===== config.mk =====
export PLATFORM = sky130hd
export DESIGN_NAME = dffram_fifo
export DESIGN_NICKNAME = d
export VERILOG_FILES = /design/src/rtl/dffram_fifo.sv
export SDC_FILE = /design/constraint.sdc
export NUM_CORES = 1
export LEC_CHECK = 0
export BUFFER_PORTS_ARGS = -buffer_cell sky130_fd_sc_hd__buf_4
export CAP_MARGIN = 20
export CORE_MARGIN = 4
export CORE_UTILIZATION = 46
export CTS_BUF_LIST = sky130_fd_sc_hd__clkbuf_4 sky130_fd_sc_hd__clkbuf_8 sky130_fd_sc_hd__clkbuf_16
export CTS_CLUSTER_DIAMETER = 100
export DETAILED_ROUTE_END_ITERATION = 12
export PLACE_DENSITY = 0.76
export SLEW_MARGIN = 10
export SYNTH_ARGS = -nofsm -noshare
export SYNTH_HDL_FRONTEND = slang
export SYNTH_SLANG_ARGS = --single-unit

===== constraint.sdc =====
create_clock -name clk_i -period 3.5 [get_ports clk_i]
set_input_delay 0 -clock clk_i [delete_from_list [all_inputs] [get_ports clk_i]]
set_output_delay 0 -clock clk_i [all_outputs]
set_load 0.01 [all_outputs]

===== src/rtl/dffram_fifo.sv =====
`default_nettype none
// ============================================================================
// Module   : dffram_fifo
// Brief    : Valid/ready FIFO controller storing entries in a single-port
//            dffram, with a 2-slot prefetch buffer on the read side.
// Revision : 1.0
// ============================================================================
module dffram_fifo #(
  parameter int WIDTH   = 32,
  parameter int DEPTH   = 256,
  localparam int ADDR_BW = $clog2(DEPTH),
  localparam int CNT_BW  = $clog2(DEPTH + 3)
) (
  input  logic               clk_i,
  input  logic               rst_n_i,
  input  logic [WIDTH-1:0]   wr_data_i,
  input  logic               wr_valid_i,
  output logic               wr_ready_o,
  output logic [WIDTH-1:0]   rd_data_o,
  output logic               rd_valid_o,
  input  logic               rd_ready_i,
  output logic               ram_en_o,
  output logic               ram_wr_en_o,
  output logic [ADDR_BW-1:0] ram_addr_o,
  output logic [WIDTH-1:0]   ram_wdata_o,
  input  logic [WIDTH-1:0]   ram_rdata_i,
  output logic [CNT_BW-1:0]  count_o
);

  localparam logic [ADDR_BW-1:0] c_last_addr = ADDR_BW'(DEPTH - 1);
  localparam logic [CNT_BW-1:0]  c_depth     = CNT_BW'(DEPTH);

  logic [ADDR_BW-1:0] r_wr_ptr;
  logic [ADDR_BW-1:0] r_rd_ptr;
  logic [CNT_BW-1:0]  r_ram_cnt;
  logic               r_pend;
  logic [WIDTH-1:0]   r_out;
  logic [WIDTH-1:0]   r_skid;
  logic [1:0]         r_occ;

  logic               w_pop;
  logic               w_rd_issue;
  logic               w_wr_fire;
  logic [2:0]         w_buf_need;

  function automatic logic [ADDR_BW-1:0] f_next(input logic [ADDR_BW-1:0] p);
    return (p == c_last_addr) ? '0 : p + ADDR_BW'(1);
  endfunction

  // A read is only issued when its data is guaranteed a free buffer slot on landing.
  assign w_pop      = (r_occ != 2'd0) & rd_ready_i;
  assign w_buf_need = {1'b0, r_occ} + {2'b00, r_pend} - {2'b00, w_pop};
  assign w_rd_issue = (r_ram_cnt != '0) & (w_buf_need < 3'd2);
  assign wr_ready_o = rst_n_i & (r_ram_cnt < c_depth) & ~w_rd_issue;
  assign w_wr_fire  = wr_valid_i & wr_ready_o;

  assign ram_en_o    = w_rd_issue | w_wr_fire;
  assign ram_wr_en_o = w_wr_fire;
  assign ram_addr_o  = w_rd_issue ? r_rd_ptr : r_wr_ptr;
  assign ram_wdata_o = wr_data_i;

  assign rd_valid_o = (r_occ != 2'd0);
  assign rd_data_o  = r_out;
  assign count_o    = r_ram_cnt + CNT_BW'(r_pend) + CNT_BW'(r_occ);

  always_ff @(posedge clk_i or negedge rst_n_i) begin
    if (!rst_n_i) begin
      r_wr_ptr  <= '0;
      r_rd_ptr  <= '0;
      r_ram_cnt <= '0;
      r_pend    <= 1'b0;
    end else begin
      r_pend <= w_rd_issue;
      if (w_rd_issue) begin
        r_rd_ptr  <= f_next(r_rd_ptr);
        r_ram_cnt <= r_ram_cnt - CNT_BW'(1);
      end else if (w_wr_fire) begin
        r_wr_ptr  <= f_next(r_wr_ptr);
        r_ram_cnt <= r_ram_cnt + CNT_BW'(1);
      end
    end
  end

  // Landing data goes to the head slot whenever the head is free after this pop.
  always_ff @(posedge clk_i or negedge rst_n_i) begin
    if (!rst_n_i) begin
      r_out  <= '0;
      r_skid <= '0;
      r_occ  <= 2'd0;
    end else begin
      if (w_pop && (r_occ == 2'd2)) begin
        r_out <= r_skid;
      end
      if (r_pend) begin
        if ((r_occ == 2'd0) || (w_pop && (r_occ == 2'd1))) begin
          r_out <= ram_rdata_i;
        end else begin
          r_skid <= ram_rdata_i;
        end
      end
      r_occ <= r_occ + {1'b0, r_pend} - {1'b0, w_pop};
    end
  end

endmodule
`default_nettype wire

# == Word level (Yosys, flattened, before mapping) ==
# Cells that the tools add are included.
# totals
regBits,92
wordCells,48
# classes
bitwise,8
order_cmp,2
n_eq_ne,4
n_mux,8
reduce_logical,9
add_sub_neg,10
# ops
operator,n
$mux W32,3
$mux W8,3
$mux W9,2
$add A8 B1 Y8 const B,2
$eq A8 B8 Y1 const B,2
$add A9 B1 Y9,1
$add A9 B1 Y9 const B,1
$add A9 B2 Y9,1
$lt A9 B9 Y1 const B,1
$reduce_bool A9 Y1,1
$sub A9 B1 Y9 const B,1
$and A1 B1 Y1,5
$reduce_and A2 Y1,2
$reduce_bool A2 Y1,2
$add A2 B1 Y3,1
$lt A3 B2 Y1 const B,1
$sub A3 B1 Y3,1
$add A2 B1 Y2,1
$eq A2 B1 Y1 const B,1
$eq A2 B2 Y1 const B,1
$logic_and A1 B1 Y1,2
$logic_not A2 Y1,1
$not A1 Y1,2
$sub A2 B1 Y2,1
2 further kinds,2

# == Longest topological paths before layout ==
# logic_depth
ltp_word,10
depth_mapped,19
ltp_nobuf,16

# == Least setup slack after synthesis ==
# Ideal clock, no wire load.
# synth_timing
path_kind,register -> register
from,reg r_occ[1]
to,reg r_ram_cnt[7]
path_slack_ns,-0.225
stages_incl_launch_ff,19
path_buffers,3
synth_period_minus_slack_ns,3.725
setup_time_ns,0.121
t_arrival_ns,3.604
path_cell_list,dfrtp_1 nand3_1 buf_2 buf_2 o21ai_0 ha_1 inv_1 fa_1 xnor2_1 and2_1 nand2_2 inv_2 buf_2 ha_1 a211oi_1 o31ai_1 o31a_1 xor2_1 a22o_1
# synth_via
elab_chain_cells,9
elab_cells_between_ends,11
cone_classes,2 x add/sub; 1 x order compare; 1 x mux; 5 x bitwise; 2 x reduce/logical
# synth_lines
element,line_no,text
from (decl),39,logic [1:0] r_occ;
from (signal assigned),101,"r_occ <= r_occ + {1'b0, r_pend} - {1'b0, w_pop};"
branches (longest 2 deep; another with $add A2 B1 Y3),-,
$sub A3 B1 Y3 *,52,"assign w_buf_need = {1'b0, r_occ} + {2'b00, r_pend} - {2'b00, w_pop};"
$lt A3 B2 Y1 *,53,assign w_rd_issue = (r_ram_cnt != '0) & (w_buf_need < 3'd2);
$and A1 B1 Y1 *,53,
via w_rd_issue,42,logic w_rd_issue;
$not A1 Y1 (no line),-,
$and A1 B1 Y1,54,assign wr_ready_o = rst_n_i & (r_ram_cnt < c_depth) & ~w_rd_issue;
$and A1 B1 Y1,55,assign w_wr_fire = wr_valid_i & wr_ready_o;
$reduce_bool A2 Y1 (no line),-,
to (signal assigned),76,r_ram_cnt <= r_ram_cnt - CNT_BW'(1);
to (signal assigned),79,r_ram_cnt <= r_ram_cnt + CNT_BW'(1);
to (decl),35,logic [CNT_BW-1:0] r_ram_cnt;
# Mark *: on every way through the listed nets, which the timed path passes.
# A chain may end at the register's enable or synchronous reset.

# == Worst setup path after layout ==
# layout_timing
from,reg r_occ[0]
to,reg r_ram_cnt[8]
# layout_via
elab_chain_cells,9
elab_cells_between_ends,11
cone_classes,2 x add/sub; 1 x order compare; 1 x mux; 5 x bitwise; 2 x reduce/logical
# layout_lines
element,line_no
branches (longest 2 deep; another with $add A2 B1 Y3),-
$sub A3 B1 Y3 *,52
$lt A3 B2 Y1 *,53
$and A1 B1 Y1 *,53
$not A1 Y1 (no line),-
$and A1 B1 Y1,54
$and A1 B1 Y1,55
$reduce_bool A2 Y1 (no line),-
# Every way passes the cells marked *.

==> metrics.md <==
| Metric | Value |
|---|---|
| Clock transition at path regs | `0.09 ns` |
| Initial Util | `46.9%` |
| Total GRT Usage | `18.0%` |
| Synth area leaders | `dfrtp_1 (48%), mux2_2 (7.7%), mux2i_1 (6.9%)` |
| Total Neg Setup Slack | `0 ns` |
| WS Path Type | `flop to flop` |
| Pwr Density | `1010 nW/um^2` |
| CP bufs+invs | `3` |
| Row cnt | `37` |
| Largest net degree at the start of global routing | `57` |
| DRC | `0` |
| Ant. Diodes | `0` |
| Crit path cell chain | `inv_1 > nand3_2 > o21ai_0 > ha_1 > inv_1 > fa_1 > xnor2_2 > and2_2 > nand2_2 > inv_4 > fa_1 > a21o_1 > a21oi_2 > o21a_1 > mux2i_1 > o21a_1` |
| Syn nets | `539` |
| Crit. End Element | `flop` |
| Gpl congestion | `0.853` |
| FMAX | `307 MHz` |
| Status | `completed` |
| Grt ovf | `0` |
| Initial antenna violation count | `0` |
| Die width | `110 microns` |
| Synthesized cell area | `4800 sq um` |
| RSZ-0062 raised after global routing | `true` |
| Max_slew headroom | `55.3%` |
| Routed vias | `3576` |
| Crit path time final | `3.26 ns` |
| Vias/cell | `5.21` |
| Core area | `10200 sq um` |
| Flops & latches, synth | `92` |
| Cts bufs inserted | `9` |
| CTS tree | `built` |
| Reg area | `2300 sq um` |
| Crit path max-delay family | `adder cells` |
| Crit path DAT | `3.57 ns` |
| Hold slack | `0.00000391 ns` |
| Routed WL | `10600 microns` |
| Yosys top cell area share | `48.0%` |
| Met1 Track Usage GR | `22.1%` |
| Biggest cell delay along the critical path | `0.43 ns` |
| Skew final | `0.00413 ns` |
| Ys flop type | `dfrtp_1` |
| Share of layout cells above drive strength 1 | `29.4%` |
| Nets@finish | `629` |
| Detailed Routing Iterations Pass 1 | `4` |
| Crit share post-route | `93.1%` |
| Vias in the first global route | `3700` |
| First-pass GRT wire length | `17200 microns` |
| Static leakage | `0.00292 uW` |
| Synth cell types | `47` |
| Busiest grt layer | `met2` |
| Number of flops mapped to enable cells by yosys | `0` |
| DP Wirelength | `7040 microns` |
| Die ar. | `12100 sq um` |
| Max cap viols | `0` |
| Post-synth top cells | `dfrtp_1 (92), nand2_1 (77), o21ai_0 (50)` |
| Area grow syn2layout | `24.0%` |
| Largest area contributor in the netlist | `dfrtp_1` |
| Hold Path Class | `primary input to output port` |
| Gate count after technology mapping | `456` |
| Worst slew pin tran | `0.670 ns` |
| Startpoint types | `flop` |
| Critical path's slowest cell | `fa_1` |
| Number of hold violations in the final report | `0` |
| Die height | `110 microns` |
| Multi-input logic area | `2160 sq um` |
| Crit Path Max Fanout | `10` |
| DRT iter0 DRCs | `197` |
| H-tree depth | `3` |
| Worst Path Required | `3.81 ns` |
| PortBufs | `88` |
| Fin. max-slew vios | `0` |
| Worst VDD drop | `0.000480 V` |
| Clk sinks | `92` |
| Root buf cell | `clkbuf_8` |
| Met3 Usage GRT | `4.02%` |
| Post-DRT Antenna Nets | `0` |
| Avg Cell Area, Syn | `10.5 sq um` |
| Post-synthesis sequential area ratio | `48.0%` |
| Worst skew pair latency | `0.36 ns` |
| Cell with the most instances after synthesis | `dfrtp_1` |
| Clock Path Buffers | `2` |
| IO Pins | `153` |
| Fill cells | `853` |
| Final setup violation count | `0` |
| M2 GR Usage | `30.8%` |
| Routed WL per cell | `15.5 microns` |
| Async SR Flop Fraction | `100%` |
| Yosys warnings | `0` |
## kinds of logic after synthesis
kind of cell | Yosys count | share of synthesized area (%)
buf+inv | 61 | 7.72
fa+ha+maj | 15 | 4.54
flops | 92 | 48.0
simple gates | 123 | 11.8
xor+xnor | 21 | 3.83
compound gates | 78 | 9.52
mux | 66 | 14.6
## final timing paths
path	startpoint	to	slack, ns	cells after the start
setup / recovery	r_occ[0]$_DFF_PN0_	r_ram_cnt[8]$_DFFE_PN0P_	0.24	16
hold / removal	wr_data_i[27]	ram_wdata_o[27]	0.000004	0
setup reg to reg	r_occ[0]$_DFF_PN0_	r_ram_cnt[8]$_DFFE_PN0P_	0.24	16
hold reg to reg	r_wr_ptr[6]$_DFFE_PN0P_	r_wr_ptr[6]$_DFFE_PN0P_	0.50	1
max in group asynchronous	rst_n_i	r_skid[31]$_DFFE_PN0P_	2.30	3
min in group asynchronous	rst_n_i	r_skid[5]$_DFFE_PN0P_	0.22	2
## registers in the layout, summed over array words and instances, names as in the netlist
signal     count
rd_data_o     32
r_occ          2
r_rd_ptr       8
r_ram_cnt      9
r_pend         1
r_skid        32
r_wr_ptr       8
## where the power goes
part | switching [uW] | total (uW) | internal (uW)
combinational | 1690 | 3310 | 1620
clock | 407 | 749 | 342
sequential | 393 | 1970 | 1580
## layout by cell type, fill, tap and decap left out, types with 3 or more instances in the layout
cell type      instances
a21oi_1                5
nand2_1               77
a21o_1                 3
mux2i_1               33
dlygate4sd3_1         33
clkbuf_8               9
nor2_1                 9
o21a_1                 3
fa_1                   4
buf_4                 94
ha_1                  11
clkinvlp_4             3
nand3_1               11
o31ai_1                3
xor2_1                11
o21ai_0               50
xnor2_1                9
dfrtp_1               91
a31oi_1                3
mux2_2                33
a41oi_1                3
and3_1                 4
inv_1                 10
## what timing repair did
item                       CTS  global route
setup endpoints to repair    0             4
hold endpoints to repair   114             0
setup buffers                0             0
resized for setup            0             4
hold buffers                33             0
## per-stage QoR
step	total power, uW	utilization (%)	worst slack, ns	area [sq um]	instances
3_5_place_dp	5220	52.6	0.199	5380	637
5_1_grt	6560	58.2	-0.00537	5950	687
4_1_cts	6030	57.8	0.153	5920	686
3_3_place_gp	5060	52.6	0.300	5380	637
2_1_floorplan	4130	-	0.00385	4810	456
6_report	6030	58.2	0.242	5950	687
## routing by layer
layer | vias up | wire, microns
met1 | 1735 | 4630
met2 | 96 | 5160
met3 | 31 | 603
met4 | 0 | 246
met5 | - | 0
li1 | 1714 | -
## final cells by class
cell class,count,area share (%)
clock inverter,7,1.41
tap,136,2.86
clock buffer,9,2.08
inverter,12,0.883
timing repair buffer,128,17.7
sequential,92,38.7
multi-input combinational,303,36.3
No activity file was read; power rests on OpenSTA's default activity.
